==> src/rtl/dram_cmd_responder.sv <==
// DDR4 command responder: checks each PRE/ACT/RD/WR command against per-bank
// row state and tRP/tRCD/tWR/tRTP/tCCD_L timers, and returns a result code.
// Latency: one cycle (response registered). Backpressure: none, one command per clock.
// Ports: cmd_* = incoming command (valid/type/bank group/bank/row/col);
//        resp_* = registered response for the previous cycle's command;
//        bank_open = per-bank open flags; cmd_count/err_count = saturating stats.
module dram_cmd_responder #(
  parameter int T_RP    = 24,
  parameter int T_RCD   = 24,
  parameter int T_WR    = 20,
  parameter int T_RTP   = 12,
  parameter int T_CCD_L = 8,
  parameter int CNT_W   = 16
) (
  input  logic             clk,
  input  logic             rst_n,
  input  logic             cmd_valid,
  input  logic [1:0]       cmd_type,
  input  logic [1:0]       cmd_bg,
  input  logic [1:0]       cmd_bank,
  input  logic [17:0]      cmd_row,
  input  logic [7:0]       cmd_col,
  output logic             resp_valid,
  output logic [3:0]       resp_code,
  output logic [3:0]       resp_bank,
  output logic [15:0]      bank_open,
  output logic [CNT_W-1:0] cmd_count,
  output logic [CNT_W-1:0] err_count
);

  localparam logic [1:0] CMD_PRE = 2'b00;
  localparam logic [1:0] CMD_ACT = 2'b01;
  localparam logic [1:0] CMD_WR  = 2'b11;

  localparam logic [3:0] RC_OK       = 4'd0;
  localparam logic [3:0] RC_ACT_OPEN = 4'd1;
  localparam logic [3:0] RC_TRP      = 4'd2;
  localparam logic [3:0] RC_CLOSED   = 4'd3;
  localparam logic [3:0] RC_ROW      = 4'd4;
  localparam logic [3:0] RC_TRCD     = 4'd5;
  localparam logic [3:0] RC_TCCD     = 4'd6;
  localparam logic [3:0] RC_TRTP     = 4'd7;
  localparam logic [3:0] RC_TWR      = 4'd8;

  // A timer loaded with tX-1 reads zero exactly tX cycles after the load.
  localparam logic [4:0] RP_LD  = 5'(T_RP - 1);
  localparam logic [4:0] RCD_LD = 5'(T_RCD - 1);
  localparam logic [4:0] WR_LD  = 5'(T_WR - 1);
  localparam logic [4:0] RTP_LD = 5'(T_RTP - 1);
  localparam logic [3:0] CCD_LD = 4'(T_CCD_L - 1);

  localparam logic [CNT_W-1:0] CNT_MAX = {CNT_W{1'b1}};

  logic [15:0] open_q;
  logic [17:0] open_row [16];
  logic [4:0]  rp_cnt   [16];
  logic [4:0]  rcd_cnt  [16];
  logic [4:0]  pre_cnt  [16];
  logic [15:0] pre_by_wr;     // 1: pending PRE limit came from a WR
  logic [3:0]  ccd_cnt  [4];

  logic [3:0] idx;
  logic [3:0] code;
  logic [4:0] pre_dec;
  logic [4:0] acc_ld;
  logic       acc_wins;
  logic       accept;
  logic       unused_col;

  assign unused_col = ^cmd_col;
  assign bank_open  = open_q;

  always_comb begin
    idx      = {cmd_bg, cmd_bank};
    code     = RC_OK;
    // pre_cnt as it would read next cycle, so max() keeps the older access's
    // deadline exact rather than one cycle too strict.
    pre_dec  = (pre_cnt[idx] != 5'd0) ? pre_cnt[idx] - 5'd1 : 5'd0;
    acc_ld   = (cmd_type == CMD_WR) ? WR_LD : RTP_LD;
    acc_wins = (acc_ld >= pre_dec);
    case (cmd_type)
      CMD_PRE: begin
        if (open_q[idx] && pre_cnt[idx] != 5'd0)
          code = pre_by_wr[idx] ? RC_TWR : RC_TRTP;
      end
      CMD_ACT: begin
        if (open_q[idx])                 code = RC_ACT_OPEN;
        else if (rp_cnt[idx] != 5'd0)    code = RC_TRP;
      end
      default: begin
        if (!open_q[idx])                code = RC_CLOSED;
        else if (cmd_row != open_row[idx]) code = RC_ROW;
        else if (rcd_cnt[idx] != 5'd0)   code = RC_TRCD;
        else if (ccd_cnt[cmd_bg] != 4'd0) code = RC_TCCD;
      end
    endcase
    accept = cmd_valid && (code == RC_OK);
  end

  always_ff @(posedge clk or negedge rst_n) begin
    if (!rst_n) begin
      open_q     <= '0;
      pre_by_wr  <= '0;
      for (int b = 0; b < 16; b++) begin
        open_row[b] <= '0;
        rp_cnt[b]   <= '0;
        rcd_cnt[b]  <= '0;
        pre_cnt[b]  <= '0;
      end
      for (int g = 0; g < 4; g++) ccd_cnt[g] <= '0;
      resp_valid <= 1'b0;
      resp_code  <= '0;
      resp_bank  <= '0;
      cmd_count  <= '0;
      err_count  <= '0;
    end else begin
      // Free-running decrement; command loads below take precedence.
      for (int b = 0; b < 16; b++) begin
        if (rp_cnt[b]  != 5'd0) rp_cnt[b]  <= rp_cnt[b]  - 5'd1;
        if (rcd_cnt[b] != 5'd0) rcd_cnt[b] <= rcd_cnt[b] - 5'd1;
        if (pre_cnt[b] != 5'd0) pre_cnt[b] <= pre_cnt[b] - 5'd1;
      end
      for (int g = 0; g < 4; g++)
        if (ccd_cnt[g] != 4'd0) ccd_cnt[g] <= ccd_cnt[g] - 4'd1;

      if (accept) begin
        case (cmd_type)
          CMD_PRE: begin
            // PRE to a closed bank is a no-op and must not restart tRP.
            if (open_q[idx]) begin
              open_q[idx] <= 1'b0;
              rp_cnt[idx] <= RP_LD;
            end
          end
          CMD_ACT: begin
            open_q[idx]   <= 1'b1;
            open_row[idx] <= cmd_row;
            rcd_cnt[idx]  <= RCD_LD;
          end
          default: begin
            ccd_cnt[cmd_bg] <= CCD_LD;
            if (acc_wins) begin
              pre_cnt[idx]   <= acc_ld;
              pre_by_wr[idx] <= (cmd_type == CMD_WR);
            end
          end
        endcase
      end

      resp_valid <= cmd_valid;
      if (cmd_valid) begin
        resp_code <= code;
        resp_bank <= idx;
        if (cmd_count != CNT_MAX) cmd_count <= cmd_count + CNT_W'(1);
        if (code != RC_OK && err_count != CNT_MAX) err_count <= err_count + CNT_W'(1);
      end
    end
  end

endmodule

==> config.mk <==
export PLATFORM = sky130hd
export DESIGN_NAME = dram_cmd_responder
export DESIGN_NICKNAME = d
export VERILOG_FILES = /design/src/rtl/dram_cmd_responder.sv
export SDC_FILE = /design/constraint.sdc
export NUM_CORES = 1
export LEC_CHECK = 0
export ABC_AREA = 1
export BUFFER_PORTS_ARGS = -buffer_cell sky130_fd_sc_hd__buf_2
export CORE_MARGIN = 2
export CORE_UTILIZATION = 55
export CTS_CLUSTER_SIZE = 14
export DETAILED_ROUTE_END_ITERATION = 12
export PLACE_DENSITY = 0.72
export SETUP_SLACK_MARGIN = 0.5
export SYNTH_ARGS = -nofsm -noshare
export SYNTH_HDL_FRONTEND = slang
export SYNTH_SLANG_ARGS = --single-unit
==> constraint.sdc <==
create_clock -name clk -period 4.8 [get_ports clk]
set_clock_uncertainty 0.2 [all_clocks]
set_input_delay 0.96 -clock clk [delete_from_list [all_inputs] [get_ports clk]]
set_output_delay 0.96 -clock clk [all_outputs]
set_load 0.1 [all_outputs]
==> reports/metrics.csv <==
stage,metric,value,unit
run_status,run status,"complete, no violations",
critical_path,max incr delay on CP,300,ps
floorplanning,Die Span Y,251.1,um
power,PwrDens,519.7,nW/um^2
place,DPL Wire Length,62840,um
synth,Synth Net Count,4585,
clock_tree,hold buffers post-CTS,0,
critical_path,critical path cell sequence,buf_2 > nor2_4 > buf_12 > inv_2 > buf_4 > o22ai_1 > o21ai_0 > nand4_1 > inv_1 > ha_1 > nand4_1 > buf_4 > nand3_1 > ha_1 > a21oi_1 > a21oi_4 > buf_12 > nand4_1 > nand2_1 > nand2_1,
layout,fin nets,4642,
critical_path,CP Buf/Inv Count,7,
route,# DRC,0,
route,DRT Wirelength,100500,um
grt,Total GRT Usage,0.3224,
route,drt first pass iters,6,
timing,Rel. slew slack,0.4052,
clock_tree,CTS tree,yes,
synth,Ys Warns,0,
layout,most frequent cells in the layout,"1839 x nand2_1, 617 x dfrtp_1, 373 x nand4_1",
grt,initial antenna violation count,1,
job,Max-cap violations,0,
timing,unrepaired setup endpoints after global routing,no,
floorplanning,Die ar.,63050,sq um
route,via count,31230,
route,Routed Antenna Nets,0,
timing,final setup vio count,0,
clock_tree,Root Driver,clkbuf_16,
synth,Post-Syn Instances,4493,
critical_path,CP Capture Type,flop,
critical_path,cell family with most CP delay,buffers and inverters,
synth,Simple-Gate Fraction of Synth Area,0.3463,
clock_tree,Sinks on Clock Net,617,
synth,count of flip-flops with a built-in enable after synthesis,0,
critical_path,Crit Path Max Fanout,26,
critical_path,Slowest cell on crit path,nand4_1,
route,Routed WL per cell,18.67,um
layout,share of post-route cells with drive strength above 1,0.09698,
synth,multiplexer share of the synthesized area,0.0003353,
timing,worst hold slack,235.1,ps
synth,Syn Area/Cell,7.475,sq um
clock_tree,H-tree depth,3,
synth,Post-Synth XOR/XNOR Area,0.02738,
clock_tree,Clock Pin Slew Worst Setup and Hold Paths,60,ps
power,Pleak,20.60,nW
clock_tree,cts bufs inserted,70,
floorplanning,die width,251.1,um
route,vias per std cell,5.804,
route,DRT iter0 DRCs,3510,
floorplanning,Initial Util,0.5564,
grt,largest net degree at the start of global routing,106,
floorplanning,site row count,90,
synth,"FFs w/ async S/R, synth",1.000,
synth,complex-gate fraction of the synthesized area,0.06855,
synth,largest family of logic cells by synthesized area,simple AND/OR/NAND/NOR gates,
clock_tree,setup bufs post-CTS,0,
layout,"commonest non-fill, non-tap cell in the layout",nand2_1,
synth,synth top area cells,"dfrtp_1 46%, nand2_1 21%, nand4_1 6.9%",
synth,post-synth cell types,43,
hold_path,Hold/Removal Path Class,in2async,
grt,first-pass GRT wire length,162600,um
synth,"FF+latch count, synth",617,
critical_path,Worst setup SP type,primary input,
synth,post-synth top area cell,dfrtp_1,
timing,final hold viol count,0,
timing,Worst-Margin Slew,892.2,ps
synth,share of Yosys cell area claimed by the top area cell type,0.4597,
critical_path,WP data required,5100,ps
critical_path,"Data arrival, critical path",4410,ps
power,Peak VDD IR,0.2798,mV
timing,Pins Over Slew Limit,0,
synth,mapped cell area,33580,sq um
grt,number of global-route vias before repair,30180,
layout,fillers,5233,
layout,Antenna Cells,0,
timing,fin crit period,4112,ps
timing,Max Fclk,243.2,MHz
critical_path,critical path class,in2reg,
layout,Layout area overhead,13.70,%
grt,Congestion Overflow GR,0,
timing,Tcrit/Tclk final,0.8567,
synth,most used flip-flop cell after synthesis,dfrtp_1,
synth,register area share after synthesis,0.4597,
place,I/O Buffers,83,
synth,adder-cell area share of the yosys netlist,0.02124,
floorplanning,core box area,60360,sq um
floorplanning,IO Count,92,
clock_tree,Worst-Skew Late Latency,620,ps
timing,Setup TNS Final,0,ps
critical_path,Most Frequent Cell on Critical Path,nand4_1,
clock_tree,deepest clock path buffer count,3,
place,Routability Congestion,0.9056,
==> cells by family after synthesis <==
| family | Yosys count |
|---|---|
| muxes | 1 |
| AOI/OAI and AO/OA | 405 |
| and+or+nand+nor | 2704 |
| DFF | 617 |
| xor gates and xnor gates | 105 |
| buffers and inverters | 604 |
| adders and majority gates | 57 |
==> power by group <==
part / internal [W] / leakage [nW] / switching (W) / total [W]
clock: 0.00345 / 1.19 / 0.00221 / 0.00566
combinational: 0.00247 / 11.3 / 0.00446 / 0.00693
sequential: 0.00645 / 8.10 / 0.000811 / 0.00726
total: 0.0124 / 20.6 / 0.00748 / 0.0198
==> final cells by class <==
| cell class | instances | area (sq um) | share of cell area |
|---|---|---|---|
| well taps | 782 | 978.4 | 0.02562 |
| clock buffers | 104 | 2132 | 0.05584 |
| multi-input cells | 3272 | 15690 | 0.4109 |
| flip-flops and latches | 617 | 15440 | 0.4044 |
| inverters | 318 | 1196 | 0.03133 |
| repair buffers | 271 | 2461 | 0.06445 |
| clock inverters | 17 | 286.5 | 0.007504 |
==> routing by layer <==
layer  part of all wire  global-route usage  up-vias
met5            0.00013                   0        -
li1                   -                   -    14780
met3              0.078             0.05426      255
met2               0.48              0.5326     1240
met1               0.41              0.4253    14960
met4              0.038              0.1276        2
==> timing repair <==
action / 4_1_cts / 5_1_grt
setup endpoints to repair: 0 / 44
endpoints found under the hold margin: 0 / 0
gates resized for setup: 0 / 6
==> synth_stat cells (3+ instances only) <==
cell	instances
or2_0	8
xor2_1	79
a31oi_1	28
buf_2	78
or2_2	7
xnor2_1	26
buf_4	13
o21ai_1	24
inv_1	307
nor3_1	56
nand4_2	13
nand3b_1	4
o221ai_1	3
nor4_1	8
buf_1	19
nand4_1	373
o21ai_0	208
nand2_2	3
a21oi_1	39
ha_1	57
o31ai_1	19
nor2_1	196
clkbuf_1	156
nand3_1	176
buf_6	20
nand2_1	1841
o22ai_1	28
a22oi_1	35
o21bai_1	15
inv_2	8
dfrtp_1	617
nor2b_1	16
==> final timing paths <==
check / start / endpoint / slack [ps] / cells past startpoint
max reg2reg: rcd_cnt[30]$_DFF_PN0_ / pre_cnt[74]$_DFF_PN0_ / 1090 / 15
min: rst_n / ccd_cnt[11]$_DFF_PN0_ / 240 / 1
max: cmd_bank[0] / pre_cnt[79]$_DFF_PN0_ / 690 / 20
min reg2reg: open_row[144]$_DFFE_PN0P_ / open_row[144]$_DFFE_PN0P_ / 280 / 2
min in group clk: open_row[144]$_DFFE_PN0P_ / open_row[144]$_DFFE_PN0P_ / 280 / 2
max in group asynchronous: rst_n / open_row[128]$_DFFE_PN0P_ / 3160 / 2
==> metrics by stage <==
| step | utilization | worst slack [ps] | power [W] | cell area (sq um) | cells |
|---|---|---|---|---|---|
| floorplan | - | 524.1 | 0.01249 | 33580 | 4493 |
| global placement | 0.5921 | 168.6 | 0.01388 | 35740 | 5260 |
| detailed placement | 0.5921 | 134.7 | 0.01414 | 35740 | 5260 |
| CTS | 0.6322 | 756.9 | 0.01988 | 38160 | 5381 |
| global route | 0.6326 | 509.2 | 0.02131 | 38180 | 5381 |
| finish | 0.6326 | 688.0 | 0.01984 | 38180 | 5381 |
==> state kept, by name, indices dropped and copies added, names as in the netlist, named ones only <==
register    count
ccd_cnt        16
cmd_count      16
err_count      16
open_row      288
pre_by_wr      16
pre_cnt        80
rcd_cnt        80
resp_bank       4
resp_code       4
resp_valid      1
rp_cnt         80
Power figures use the tool's default switching activity.
